<file path="src/rtl/fxy_sweep_if.sv">
// Handshake and result bundle between the fxy sweep sequencer and its user.
// The slave modport is the sequencer side; the master modport is the requester and function-unit side.
interface fxy_sweep_if #(
   parameter int unsigned NVARS = 3
);
   localparam int unsigned NPAT = 2 ** NVARS;

   logic             start;
   logic             abort;
   logic             s_in;
   logic [NVARS-1:0] vars;
   logic             busy;
   logic             done;
   logic [NPAT-1:0]  tt;
   logic [NVARS:0]   ones_cnt;
   logic             mismatch;

   modport master (
      output start, abort, s_in,
      input  vars, busy, done, tt, ones_cnt, mismatch
   );

   modport slave (
      input  start, abort, s_in,
      output vars, busy, done, tt, ones_cnt, mismatch
   );
endinterface

</file>
<file path="src/rtl/fxy_sweep_ctrl.sv">
// Truth-table sweep sequencer for the fxy boolean-function unit.
// Optional feature macro: FXY_SWEEP_CHECK_EN adds the expected-table comparator.
module fxy_sweep_ctrl #(
   parameter int unsigned               NVARS     = 3,
   parameter int unsigned               SETTLE    = 1,
   parameter logic [(2**NVARS)-1:0]     EXPECT_TT = (2**NVARS)'(8'h02)
) (
   input  logic        clk,
   input  logic        reset,
   fxy_sweep_if.slave  bus
);
   localparam int unsigned NPAT  = 2 ** NVARS;
   localparam int unsigned OW    = NVARS + 1;
   localparam int unsigned CNT_W = (SETTLE > 1) ? $clog2(SETTLE) : 1;

   typedef enum logic [1:0] {
      S_IDLE,
      S_SETTLE,
      S_SAMPLE,
      S_DONE
   } state_t;

   state_t             state, state_nxt;
   logic [NVARS-1:0]   idx, idx_nxt;
   logic [CNT_W-1:0]   cnt, cnt_nxt;
   logic [NVARS-1:0]   vars_q, vars_nxt;
   logic               busy_q, busy_nxt;
   logic               done_q, done_nxt;
   logic [NPAT-1:0]    tt_q, tt_nxt;
   logic [OW-1:0]      ones_q, ones_nxt;
`ifdef FXY_SWEEP_CHECK_EN
   logic               mism_q, mism_nxt;
`endif

   // State register and all registered outputs
   always_ff @(posedge clk or posedge reset) begin
      if (reset) begin
         state  <= S_IDLE;
         idx    <= '0;
         cnt    <= '0;
         vars_q <= '0;
         busy_q <= 1'b0;
         done_q <= 1'b0;
         tt_q   <= '0;
         ones_q <= '0;
      end else begin
         state  <= state_nxt;
         idx    <= idx_nxt;
         cnt    <= cnt_nxt;
         vars_q <= vars_nxt;
         busy_q <= busy_nxt;
         done_q <= done_nxt;
         tt_q   <= tt_nxt;
         ones_q <= ones_nxt;
      end
   end

`ifdef FXY_SWEEP_CHECK_EN
   always_ff @(posedge clk or posedge reset) begin
      if (reset) mism_q <= 1'b0;
      else       mism_q <= mism_nxt;
   end
`endif

   // Next state plus next values of every registered output
   always_comb begin
      state_nxt = state;
      idx_nxt   = idx;
      cnt_nxt   = cnt;
      tt_nxt    = tt_q;
      ones_nxt  = ones_q;
`ifdef FXY_SWEEP_CHECK_EN
      mism_nxt  = mism_q;
`endif

      unique case (state)
         S_IDLE: begin
            if (bus.start) begin
               idx_nxt   = '0;
               cnt_nxt   = '0;
               tt_nxt    = '0;
               ones_nxt  = '0;
`ifdef FXY_SWEEP_CHECK_EN
               mism_nxt  = 1'b0;
`endif
               state_nxt = S_SETTLE;
            end
         end
         S_SETTLE: begin
            cnt_nxt = cnt + CNT_W'(1);
            if (bus.abort)                      state_nxt = S_IDLE;
            else if (cnt == CNT_W'(SETTLE - 1)) state_nxt = S_SAMPLE;
         end
         S_SAMPLE: begin
            // abort discards this cycle's sample entirely
            if (bus.abort) begin
               state_nxt = S_IDLE;
            end else begin
               tt_nxt[idx] = bus.s_in;
               ones_nxt    = ones_q + OW'(bus.s_in);
               if (&idx) begin
                  state_nxt = S_DONE;
`ifdef FXY_SWEEP_CHECK_EN
                  mism_nxt  = (tt_nxt != EXPECT_TT);
`endif
               end else begin
                  idx_nxt   = idx + NVARS'(1);
                  cnt_nxt   = '0;
                  state_nxt = S_SETTLE;
               end
            end
         end
         S_DONE: begin
            state_nxt = S_IDLE;
         end
         default: begin
            state_nxt = S_IDLE;
         end
      endcase

      busy_nxt = (state_nxt == S_SETTLE) || (state_nxt == S_SAMPLE);
      vars_nxt = busy_nxt ? idx_nxt : '0;
      done_nxt = (state_nxt == S_DONE);
   end

   assign bus.vars     = vars_q;
   assign bus.busy     = busy_q;
   assign bus.done     = done_q;
   assign bus.tt       = tt_q;
   assign bus.ones_cnt = ones_q;

`ifdef FXY_SWEEP_CHECK_EN
   assign bus.mismatch = mism_q;
`else
   assign bus.mismatch = 1'b0;
   wire unused_expect = ^EXPECT_TT;
`endif

endmodule

</file>
<file path="src/flat_wrapper.sv">
// flat-port wrapper written by rule: the top's interface ports become plain ports
module fxy_sweep_ctrl_flat 
#(
   parameter int unsigned               NVARS     = 3,
   parameter int unsigned               SETTLE    = 1,
   parameter logic [(2**NVARS)-1:0]     EXPECT_TT = (2**NVARS)'(8'h02)
)
  (clk, reset, bus_start, bus_abort, bus_s_in, bus_vars, bus_busy, bus_done, bus_tt, bus_ones_cnt, bus_mismatch);
  fxy_sweep_if #(.NVARS(NVARS)) bus_i ();
  input  logic clk;
  input  logic reset;
  input wire logic [$bits(bus_i.start)-1:0] bus_start;
  input wire logic [$bits(bus_i.abort)-1:0] bus_abort;
  input wire logic [$bits(bus_i.s_in)-1:0] bus_s_in;
  output wire logic [$bits(bus_i.vars)-1:0] bus_vars;
  output wire logic [$bits(bus_i.busy)-1:0] bus_busy;
  output wire logic [$bits(bus_i.done)-1:0] bus_done;
  output wire logic [$bits(bus_i.tt)-1:0] bus_tt;
  output wire logic [$bits(bus_i.ones_cnt)-1:0] bus_ones_cnt;
  output wire logic [$bits(bus_i.mismatch)-1:0] bus_mismatch;
  assign bus_i.start = bus_start;
  assign bus_i.abort = bus_abort;
  assign bus_i.s_in = bus_s_in;
  assign bus_vars = bus_i.vars;
  assign bus_busy = bus_i.busy;
  assign bus_done = bus_i.done;
  assign bus_tt = bus_i.tt;
  assign bus_ones_cnt = bus_i.ones_cnt;
  assign bus_mismatch = bus_i.mismatch;
  fxy_sweep_ctrl #(.NVARS(NVARS), .SETTLE(SETTLE), .EXPECT_TT(EXPECT_TT)) u_core (.clk(clk), .reset(reset), .bus(bus_i));
endmodule
</file>
<file path="config.mk">
export PLATFORM = sky130hd
export DESIGN_NAME = fxy_sweep_ctrl_flat
export DESIGN_NICKNAME = d
export VERILOG_FILES = /design/src/rtl/fxy_sweep_if.sv /design/src/rtl/fxy_sweep_ctrl.sv /design/src/flat_wrapper.sv
export SDC_FILE = /design/constraint.sdc
export NUM_CORES = 1
export LEC_CHECK = 0
export CELL_PAD_IN_SITES_DETAIL_PLACEMENT = 1
export CELL_PAD_IN_SITES_GLOBAL_PLACEMENT = 1
export CORE_MARGIN = 2
export CORE_UTILIZATION = 35
export DETAILED_ROUTE_END_ITERATION = 16
export MAX_ROUTING_LAYER = met4
export PLACE_DENSITY = 0.68
export SLEW_MARGIN = 40
export SYNTH_ARGS = -nofsm -noshare
export SYNTH_HDL_FRONTEND = slang
export SYNTH_SLANG_ARGS = --single-unit
</file>
<file path="constraint.sdc">
create_clock -name clk -period 1.8 [get_ports clk]
set_input_delay 0.36 -clock clk [delete_from_list [all_inputs] [get_ports clk]]
set_output_delay 0.36 -clock clk [all_outputs]
set_load 0.005 [all_outputs]
</file>
==> results of run 1 <==
[critical path: cells and delay by family, from the launching register on]
| kind | cells | cell delay [ps] |
|---|---|---|
| AO/OA/AOI/OAI | 2 | 190 |
| AND/OR/NAND/NOR | 3 | 550 |
| flip-flops | 1 | 490 |
| adder cells (fa/ha/maj) | 1 | 330 |
[per-layer routing]
layer | wire length, microns | vias up
li1 | - | 470
met1 | 1230 | 490
met2 | 1360 | 17
met3 | 90 | 2
met4 | 4 | 0
met5 | 0 | -
[cell families (layout without fill, tap and decap cells)]
group / count (synthesis) / after routing
and+or+nand+nor: 37 / 37
AOI/OAI and AO/OA: 26 / 26
DFF: 23 / 23
buffers and inverters: 18 / 47
muxes: 7 / 7
adders and majority gates: 4 / 4
other: 1 / 1
[final cells by class]
type / count / share of cell area
sequential: 23 / 0.372
multi-input combinational: 75 / 0.351
timing repair buffer: 34 / 0.199
tap: 46 / 0.0372
inverter: 9 / 0.0218
clock buffer: 3 / 0.0145
clock inverter: 1 / 0.00485
[cell usage after synthesis]
cell,count
ha_1,4
nand4b_1,2
or3_1,1
nand2b_1,2
buf_2,4
nor2b_1,2
or3b_1,5
a21boi_0,1
o21a_1,1
and2_1,1
nand3_1,3
dfrtp_1,23
clkbuf_1,4
inv_1,9
a31oi_1,1
or4bb_1,1
nor2_1,3
conb_1,1
a32o_1,1
nor3b_1,2
a21o_1,3
nand4_1,2
a221oi_1,6
o22ai_1,6
buf_4,1
a21oi_2,1
o21bai_1,1
mux2i_1,7
nor3b_2,1
o21ai_0,5
nand3b_1,2
nand2_1,10
[what timing repair did]
action	4_1_cts	5_1_grt
setup endpoints to repair	0	2
gates resized for setup	0	2
hold buffers	0	0
[worst min path at each step]
| stage | startpoint | end | slack (ps) | cells after the start |
|---|---|---|---|---|
| 2_1_floorplan | reset | u_core.bus.busy$_DFF_PP0_ | 360 | 1 |
| 3_3_place_gp | u_core.bus.ones_cnt[3]$_DFFE_PP0P_ | u_core.bus.ones_cnt[3]$_DFFE_PP0P_ | 460 | 1 |
| 3_5_place_dp | u_core.bus.ones_cnt[3]$_DFFE_PP0P_ | u_core.bus.ones_cnt[3]$_DFFE_PP0P_ | 470 | 1 |
| 4_1_cts | reset | u_core.bus.ones_cnt[0]$_DFFE_PP0P_ | 360 | 3 |
| 5_1_grt | reset | u_core.idx[1]$_DFF_PP0_ | 410 | 3 |
| 6_report | reset | u_core.idx[1]$_DFF_PP0_ | 360 | 3 |
[power groups by stage]
stage	Combinational (W)	Clock [W]	Sequential (W)
after global routing	0.000638	0.000292	0.000661
final	0.000573	0.000260	0.000650
after detailed placement	0.000568	0	0.000657
after CTS	0.000572	0.000273	0.000645
after floorplan	0.000348	0	0.000645
after global placement	0.000553	0	0.000653
[per-stage QoR]
stage | hold WS (ps) | instances | TNS, ps | total power [W]
floorplan | 362 | 116 | 0 | 0.000993
global placement | 459 | 187 | -622 | 0.00121
detailed placement | 471 | 187 | -1130 | 0.00122
CTS | 357 | 191 | 0 | 0.00149
global route | 405 | 191 | -28.1 | 0.00159
finish | 357 | 191 | 0 | 0.00148
[registers in the layout (all words and copies together) (netlist names)]
| signal | count |
|---|---|
| u_core.state | 2 |
| u_core.bus.tt | 8 |
| u_core.bus.ones_cnt | 4 |
| u_core.bus.done | 1 |
| u_core.bus.busy | 1 |
| u_core.bus.vars | 3 |
| u_core.idx | 3 |
| u_core.cnt | 1 |
==> reports/qor.txt, run 1 <==
Row Count: 21
Mean Syn Cell Area: 10.3 sq um
Dpl ws: -195 ps
Met3 Track Usage GR: 0.0344
First-pass DRT Iterations: 4
Sequential area share after synthesis: 0.484
Max Cap Viol: 0
Met2 GRT Util: 0.273
Synth Area in Compound Gates: 0.156
Adder-cell share of the synthesized area: 0.0421
Synth top area share: 0.484
Final antenna-violating net count: 0
Post-Syn Nets: 125
Simple-gate share of the synthesized area: 0.192
Vias in the first global route: 1019
Mapped cell area: 1190 sq um
Part of the power in registers: 0.439
Area leader, netlist: dfrtp_1
Via Count: 979
Crit Path Max Fanout: 7
Power Internal: 0.000957 W
Worst Path Required: 2020 ps
Post-synthesis mux area share: 0.0589
Top Ports: 23
Layout cells sized above 1: 0.145
Total die area: 3880 sq um
Yosys reg bits: 23
Crit-path max cell delay: 490 ps
Most common cell after layout, fill and taps aside: dfrtp_1
Gpl congestion: 0.866
Post-placement cell area: 1510 sq um
Worst setup EP type: flip-flop
Worst Setup SP: u_core.state[1]$_DFF_PP0_
GR Overflow Total: 0
Vias/cell: 5.13
H-tree depth: 1
DRC: 0
Power density over the cells: 957 nW/um^2
Dpl hpwl: 1980 microns
Die height: 62.3 microns
Clock Latency Late Sink: 330 ps
Met1 Use GR: 0.187
Status: complete, no violations
Fin area: 1550 sq um
Comb power frac: 0.386
Routed WL: 2690 microns
First-pass GRT wire length: 4700 microns
Critical-path cell list: nor2b_1 > a31oi_1 > nor2_1 > ha_1 > nand4b_1 > o21ai_0
Clk_skew: 8.72 ps
Max VDD drop: 470 uV
GR Util All Layers: 0.156
# Post-CTS Setup Buffers: 0
Largest net degree at the start of global routing: 24
Initial Utilization: 0.359
DR WL/cell: 14.1 microns
Depth of the worst register-to-register path: 6
Commonest cells after routing, fill and taps aside: 22 x dfrtp_1, 21 x clkdlybuf4s50_1, 13 x buf_4, 10 x nand2_1, 9 x inv_1
Ant. Diodes: 0
Clock power share: 0.175
# clock sinks: 23
HP Class: input pin to async pin
NetSw: 0.000526 W
Clock buffer depth: 2
Multi-input gate area: 543 sq um
Fillers: 389
PortBufs: 21
Mapped Cells: 116
Slew Limit Fails: 0
Initial antenna violation count: 0
Critical Path AT: 1900 ps
CTS root buf: clkbuf_4
Die width: 62.3 microns
Num CTS Buffers: 3
Utilization after layout: 0.468
Worst Setup EP: u_core.bus.vars[0]$_DFF_PP0_
Final setup viols: 0
Min setup slack post-route: 114 ps
Worst R2R Start: u_core.state[1]$_DFF_PP0_
CP startpoint kind: flip-flop
Largest family of logic cells by synthesized area: simple AND/OR/NAND/NOR gates
Fmax: 0.593 GHz
Busiest grt layer: met2
XOR/XNOR share of the synthesized area: 0
Tcrit/Tclk final: 0.937
Synthesis-to-finish area growth: 30.2%
Leak: 0.672 nW
Final Hold Fails: 0
Register area: 577 sq um
Clk slew on worst S/H paths: 140 ps
CTS tree: done
Post-synth cell types: 32
Reg2Reg Setup Slack: 110 ps
Sw Share: 0.355
Slowest-stage cell, CP: dfrtp_1
Largest cells by area after synthesis: dfrtp_1 48%, mux2i_1 5.9%, a221oi_1 4.4%
Worst reg2reg endpoint: u_core.bus.vars[0]$_DFF_PP0_
Fin crit period: 1690 ps
Initial DRC Count: 20
Core area: 3310 sq um
Final net count: 155
Crit path kind: flip-flop to flip-flop
Synth Warn #: 0
Note: power is estimated with default switching activity, not from simulation.
==> run 2, diff against run 1 <==
--- a/config.mk
+++ b/config.mk
@@ -8,10 +8,10 @@
 export CELL_PAD_IN_SITES_DETAIL_PLACEMENT = 1
 export CELL_PAD_IN_SITES_GLOBAL_PLACEMENT = 1
 export CORE_MARGIN = 2
-export CORE_UTILIZATION = 35
+export CORE_UTILIZATION = 39
 export DETAILED_ROUTE_END_ITERATION = 16
 export MAX_ROUTING_LAYER = met4
-export PLACE_DENSITY = 0.68
+export PLACE_DENSITY = 0.75
 export SLEW_MARGIN = 40
 export SYNTH_ARGS = -nofsm -noshare
 export SYNTH_HDL_FRONTEND = slang
==> run 2 against run 1 <==
Global-route usage up 2.0 points. Non-clock buffer count is 1 lower. Clock skew is 3.0 ps lower. Hold slack improved by 28 ps. First-iteration DRC count down 25%. Power down 2.4%. Core utilization grew 4.1 points. Combinational power fell by 0.9%. Die area down 9.6%. Sequential power decreased by 0.8%. Via count is 1.5% higher. Worst setup slack gained 18 ps. Largest cell class unchanged.
==> reports/qor.txt, run 2 (synthesis gave the netlist of run 1 again) <==
Part of the power in registers: 0.446
PostCTS Resize Cnt: 0
Initial Utilization: 0.400
Final net count: 154
Top Ports: 23
Fin area: 1520 sq um
Power Internal: 0.000953 W
Crit-path max cell delay: 400 ps
Clk_skew: 5.70 ps
H-tree depth: 1
Routed WL: 2730 microns
Post-placement cell area: 1490 sq um
HP Class: input pin to async pin
First-pass GRT wire length: 4530 microns
Post-CTS Hold Buffers: 0
Die width: 59.2 microns
Commonest cells after routing, fill and taps aside: 22 x dfrtp_1, 21 x clkdlybuf4s50_1, 12 x buf_4, 10 x nand2_1, 9 x inv_1
CTS tree: done
Via Count: 994
Dpl ws: -164 ps
Leak: 0.666 nW
Max VDD drop: 650 uV
Most common cell after layout, fill and taps aside: dfrtp_1
Sw Share: 0.342
Clk slew on worst S/H paths: 120 ps
Layout Cells excl Fill: 177
Critical Path AT: 1890 ps
Status: complete, no violations
Final setup viols: 0
Fmax: 0.599 GHz
Worst Path Required: 2020 ps
Die height: 59.2 microns
Vias in the first global route: 969
Final antenna-violating net count: 0
Largest net degree at the start of global routing: 24
Dpl hpwl: 2010 microns
Slowest-stage cell, CP: dfrtp_1
Initial antenna violation count: 0
Crit Path Max Fanout: 6
Crit path kind: flip-flop to flip-flop
PortBufs: 21
CTS root buf: clkbuf_4
Total power: 0.00145 W
Fin crit period: 1670 ps
Total die area: 3510 sq um
Worst setup EP type: flip-flop
Clock Latency Late Sink: 300 ps
CP Buf/Inv Count: 0
Met2 wire len: 1350 microns
Max reg flops: 8
Gpl congestion: 0.822
GR Overflow Total: 0
Num CTS Buffers: 3
Comb power frac: 0.393
# clock sinks: 23
DR WL/cell: 15.4 microns
Final Hold Fails: 0
CP startpoint kind: flip-flop
Layout cells sized above 1: 0.125
Power density over the cells: 955 nW/um^2
Clock power share: 0.162
NetSw: 0.000495 W
Core area: 2980 sq um
Vias/cell: 5.62
Ant. Diodes: 0
Crit-path leading delay family: adder cells
DRC: 0
Row Count: 20
Critical-path cell list: ha_1 > a31oi_1 > nor2_1 > ha_1 > nand3_1 > o21ai_0
Dpl cells: 173
RSZ-0062 raised after global routing: false
GR Util All Layers: 0.175
Most Frequent Cell on Critical Path: ha_1
# Post-CTS Setup Buffers: 0
Max Used Layer: met3
First-pass DRT Iterations: 5
Min setup slack post-route: 131 ps
Metal-1 WL: 1270 microns
Clock buffer depth: 2
Max Cap Viol: 0
Synthesis-to-finish area growth: 27.4%
Met3 WL: 109 microns
Slew Limit Fails: 0
Tcrit/Tclk final: 0.927
Initial DRC Count: 15
run 2: power by group through the flow:
stage / registers [W] / clock network, W / logic [W]
after floorplan: 0.000645 / 0 / 0.000348
after global placement: 0.000649 / 0 / 0.000550
after detailed placement: 0.000653 / 0 / 0.000571
after CTS: 0.000644 / 0.000252 / 0.000573
after global routing: 0.000656 / 0.000269 / 0.000633
final: 0.000645 / 0.000234 / 0.000568
run 2: cell type report:
type,instances,area (sq um)
fill,339,1460
sequential,23,577
multi-input combinational,75,538
timing repair buffer,33,300
tap,33,41.3
inverter,9,33.8
clock buffer,4,26.3
run 2: worst paths after layout:
kind / from / end / slack, ps / cells past startpoint
setup / recovery: u_core.idx[0]$_DFF_PP0_ / u_core.bus.vars[1]$_DFF_PP0_ / 130 / 6
hold reg to reg: u_core.bus.ones_cnt[3]$_DFFE_PP0P_ / u_core.bus.ones_cnt[3]$_DFFE_PP0P_ / 490 / 1
setup reg to reg: u_core.idx[0]$_DFF_PP0_ / u_core.bus.vars[1]$_DFF_PP0_ / 130 / 6
min in group clk: u_core.bus.ones_cnt[3]$_DFFE_PP0P_ / u_core.bus.ones_cnt[3]$_DFFE_PP0P_ / 490 / 1
max in group asynchronous: reset / u_core.state[0]$_DFF_PP0_ / 1160 / 3
hold / removal: reset / u_core.bus.tt[4]$_DFFE_PP0P_ / 380 / 3
run 2: worst reg2reg max path: cells and delay by family (launching register included):
kind	cells	cell delay, ps
flip-flops	1	400
AO/OA/AOI/OAI	2	370
AND/OR/NAND/NOR	2	170
adder cells (fa/ha/maj)	2	660
run 2: stage by stage:
| step | setup TNS (ps) | util | hold slack (ps) |
|---|---|---|---|
| after global routing | 0 | 0.509 | 416 |
| after global placement | -336 | 0.500 | 464 |
| after CTS | 0 | 0.509 | 386 |
| after floorplan | 0 | - | 362 |
| final | 0 | 0.509 | 384 |
| after detailed placement | -773 | 0.500 | 475 |
run 2: routing by layer:
| layer | up-vias | GRT usage |
|---|---|---|
| met4 | 0 | 0.0487 |
| met2 | 30 | 0.286 |
| met5 | - | - |
| met3 | 0 | 0.0262 |
| met1 | 495 | 0.226 |
| li1 | 469 | - |
==> run 3, diff against run 2 <==
--- a/config.mk
+++ b/config.mk
@@ -7,12 +7,11 @@
 export LEC_CHECK = 0
 export CELL_PAD_IN_SITES_DETAIL_PLACEMENT = 1
 export CELL_PAD_IN_SITES_GLOBAL_PLACEMENT = 1
-export CORE_MARGIN = 2
+export CORE_MARGIN = 5
 export CORE_UTILIZATION = 39
 export DETAILED_ROUTE_END_ITERATION = 16
 export MAX_ROUTING_LAYER = met4
 export PLACE_DENSITY = 0.75
-export SLEW_MARGIN = 40
 export SYNTH_ARGS = -nofsm -noshare
 export SYNTH_HDL_FRONTEND = slang
 export SYNTH_SLANG_ARGS = --single-unit
==> run 3 against run 2 <==
Sequential share of layout area decreased by 0.31 points. First-iteration DRC count increased by 130%. Combinational power is 1% higher. Worst setup slack better by 19 ps. Via count down 5.0%. Die area up 21%. Maximum frequency up 1.1%. Clock skew down 0.92 ps. Clock-buffer cell count did not move. Register-to-register slack improved by 20 ps. Clock power up 3%. Cell count is 0.56% higher. Largest cell class unchanged.
==> reports/qor.txt, run 3 (synthesis gave the netlist of run 1 again) <==
Layout cells sized above 1: 0.138
Commonest cells after routing, fill and taps aside: 22 x dfrtp_1, 21 x clkdlybuf4s50_1, 13 x buf_4, 10 x nand2_1, 9 x inv_1
CTS tree: done
Dpl hpwl: 2140 microns
Post-CTS Hold Buffers: 0
Row Count: 20
Most Frequent Cell on Critical Path: o21ai_0
Critical Path AT: 1850 ps
Num CTS Buffers: 3
Dpl cells: 174
RSZ-0062 raised after global routing: false
Tcrit/Tclk final: 0.917
Status: complete, no violations
First-pass GRT wire length: 4850 microns
Die height: 65.2 microns
Final net count: 155
Gpl congestion: 0.852
Dpl ws: -229 ps
DR WL/cell: 15.9 microns
Critical-path cell list: clkdlybuf4s50_1 > or3b_1 > o21ai_0 > ha_1 > nand3_1 > o21ai_0
Vias in the first global route: 1040
Worst Path Required: 2000 ps
Fin crit period: 1650 ps
Max Cap Viol: 0
Clk_skew: 4.78 ps
GR Util All Layers: 0.151
Reg2Reg Setup Slack: 150 ps
Fmax: 0.606 GHz
Initial antenna violation count: 0
Power density over the cells: 959 nW/um^2
Max reg flops: 8
Multi-input gate area: 543 sq um
Core area: 2980 sq um
Clock buffer depth: 2
Vias/cell: 5.30
Most common cell after layout, fill and taps aside: dfrtp_1
GR Overflow Total: 0
# clock sinks: 23
Crit Path Max Fanout: 6
Initial DRC Count: 34
Max VDD drop: 554 uV
PortBufs: 21
Routed WL: 2830 microns
Via Count: 944
DRC: 0
HP Class: input pin to async pin
Final hold slack: 386 ps
Ant. Diodes: 0
Clock Latency Late Sink: 310 ps
Worst setup EP type: flip-flop
Final Hold Fails: 0
H-tree depth: 1
Worst reg2reg endpoint: u_core.bus.vars[1]$_DFF_PP0_
Top Ports: 23
CP startpoint kind: input pin
CTS root buf: clkbuf_4
Depth of the worst register-to-register path: 6
Slowest-stage cell, CP: clkdlybuf4s50_1
Leak: 0.674 nW
First-pass DRT Iterations: 3
Fillers: 352
Crit path kind: input pin to flip-flop
Final setup viols: 0
Total die area: 4260 sq um
Register area: 577 sq um
Slew Limit Fails: 0
Final antenna-violating net count: 0
Die width: 65.2 microns
Synthesis-to-finish area growth: 28.5%
Initial Utilization: 0.400
Clk slew on worst S/H paths: 130 ps
Layout Cells excl Fill: 178
Largest net degree at the start of global routing: 24
Crit-path max cell delay: 460 ps
Min setup slack post-route: 150 ps
# Post-CTS Setup Buffers: 0
Worst R2R Start: u_core.idx[0]$_DFF_PP0_
## run 3: changes by cell type in the layout (fill, tap and decap cells not counted), sizes merged
| cell | previous run | this run |
|---|---|---|
| buf | 12 | 13 |
## run 3: worst max-delay path by stage
| stage | start | to | slack, ps | depth (start not counted) |
|---|---|---|---|---|
| after detailed placement | bus_abort | u_core.bus.vars[0]$_DFF_PP0_ | -230 | 6 |
| after floorplan | u_core.state[0]$_DFF_PP0_ | u_core.bus.vars[0]$_DFF_PP0_ | 220 | 7 |
| after global placement | bus_abort | u_core.bus.vars[0]$_DFF_PP0_ | -140 | 6 |
| final | bus_abort | u_core.bus.vars[1]$_DFF_PP0_ | 150 | 6 |
| after CTS | u_core.state[0]$_DFF_PP0_ | u_core.bus.vars[0]$_DFF_PP0_ | 60 | 6 |
| after global routing | u_core.idx[0]$_DFF_PP0_ | u_core.bus.vars[1]$_DFF_PP0_ | 20 | 6 |
## run 3: critical path, delay by kind of cell
family,cells,cell delay [ps]
and+or+nand+nor,2,490
adders and majority gates,1,340
AOI/OAI and AO/OA,2,190
buffers and inverters,1,460
## run 3: layout make-up
type / count / area share
flip-flops and latches: 23 / 0.377
repair buffers: 34 / 0.201
clock buffers: 4 / 0.0172
inverters: 9 / 0.0221
well taps: 33 / 0.0270
multi-input cells: 75 / 0.355
## run 3: what timing repair did
action                                 CTS  global route
endpoints found under the hold margin    0             0
setup endpoints to repair                0             3
gates resized for setup                  0             3
## run 3: report_power, final
group | internal [W] | switching (W) | total, W
clock network | 0.0000864 | 0.000153 | 0.000240
logic | 0.000283 | 0.000293 | 0.000576
registers | 0.000589 | 0.0000622 | 0.000651
## run 3: layer usage
| layer | global-route usage | vias up | share of wire |
|---|---|---|---|
| li1 | - | 472 | - |
| met1 | 0.181 | 454 | 0.46 |
| met2 | 0.255 | 16 | 0.50 |
| met3 | 0.0274 | 2 | 0.026 |
| met4 | 0.0544 | 0 | 0.0067 |
| met5 | - | - | 0 |
## run 3: through the flow
step | util | setup TNS (ps) | power, W | area (sq um)
after floorplan | - | 0 | 0.000993 | 1190
after global placement | 0.503 | -511 | 0.00120 | 1500
after detailed placement | 0.503 | -1260 | 0.00123 | 1500
after CTS | 0.511 | 0 | 0.00148 | 1520
after global routing | 0.513 | 0 | 0.00159 | 1530
final | 0.513 | 0 | 0.00147 | 1530
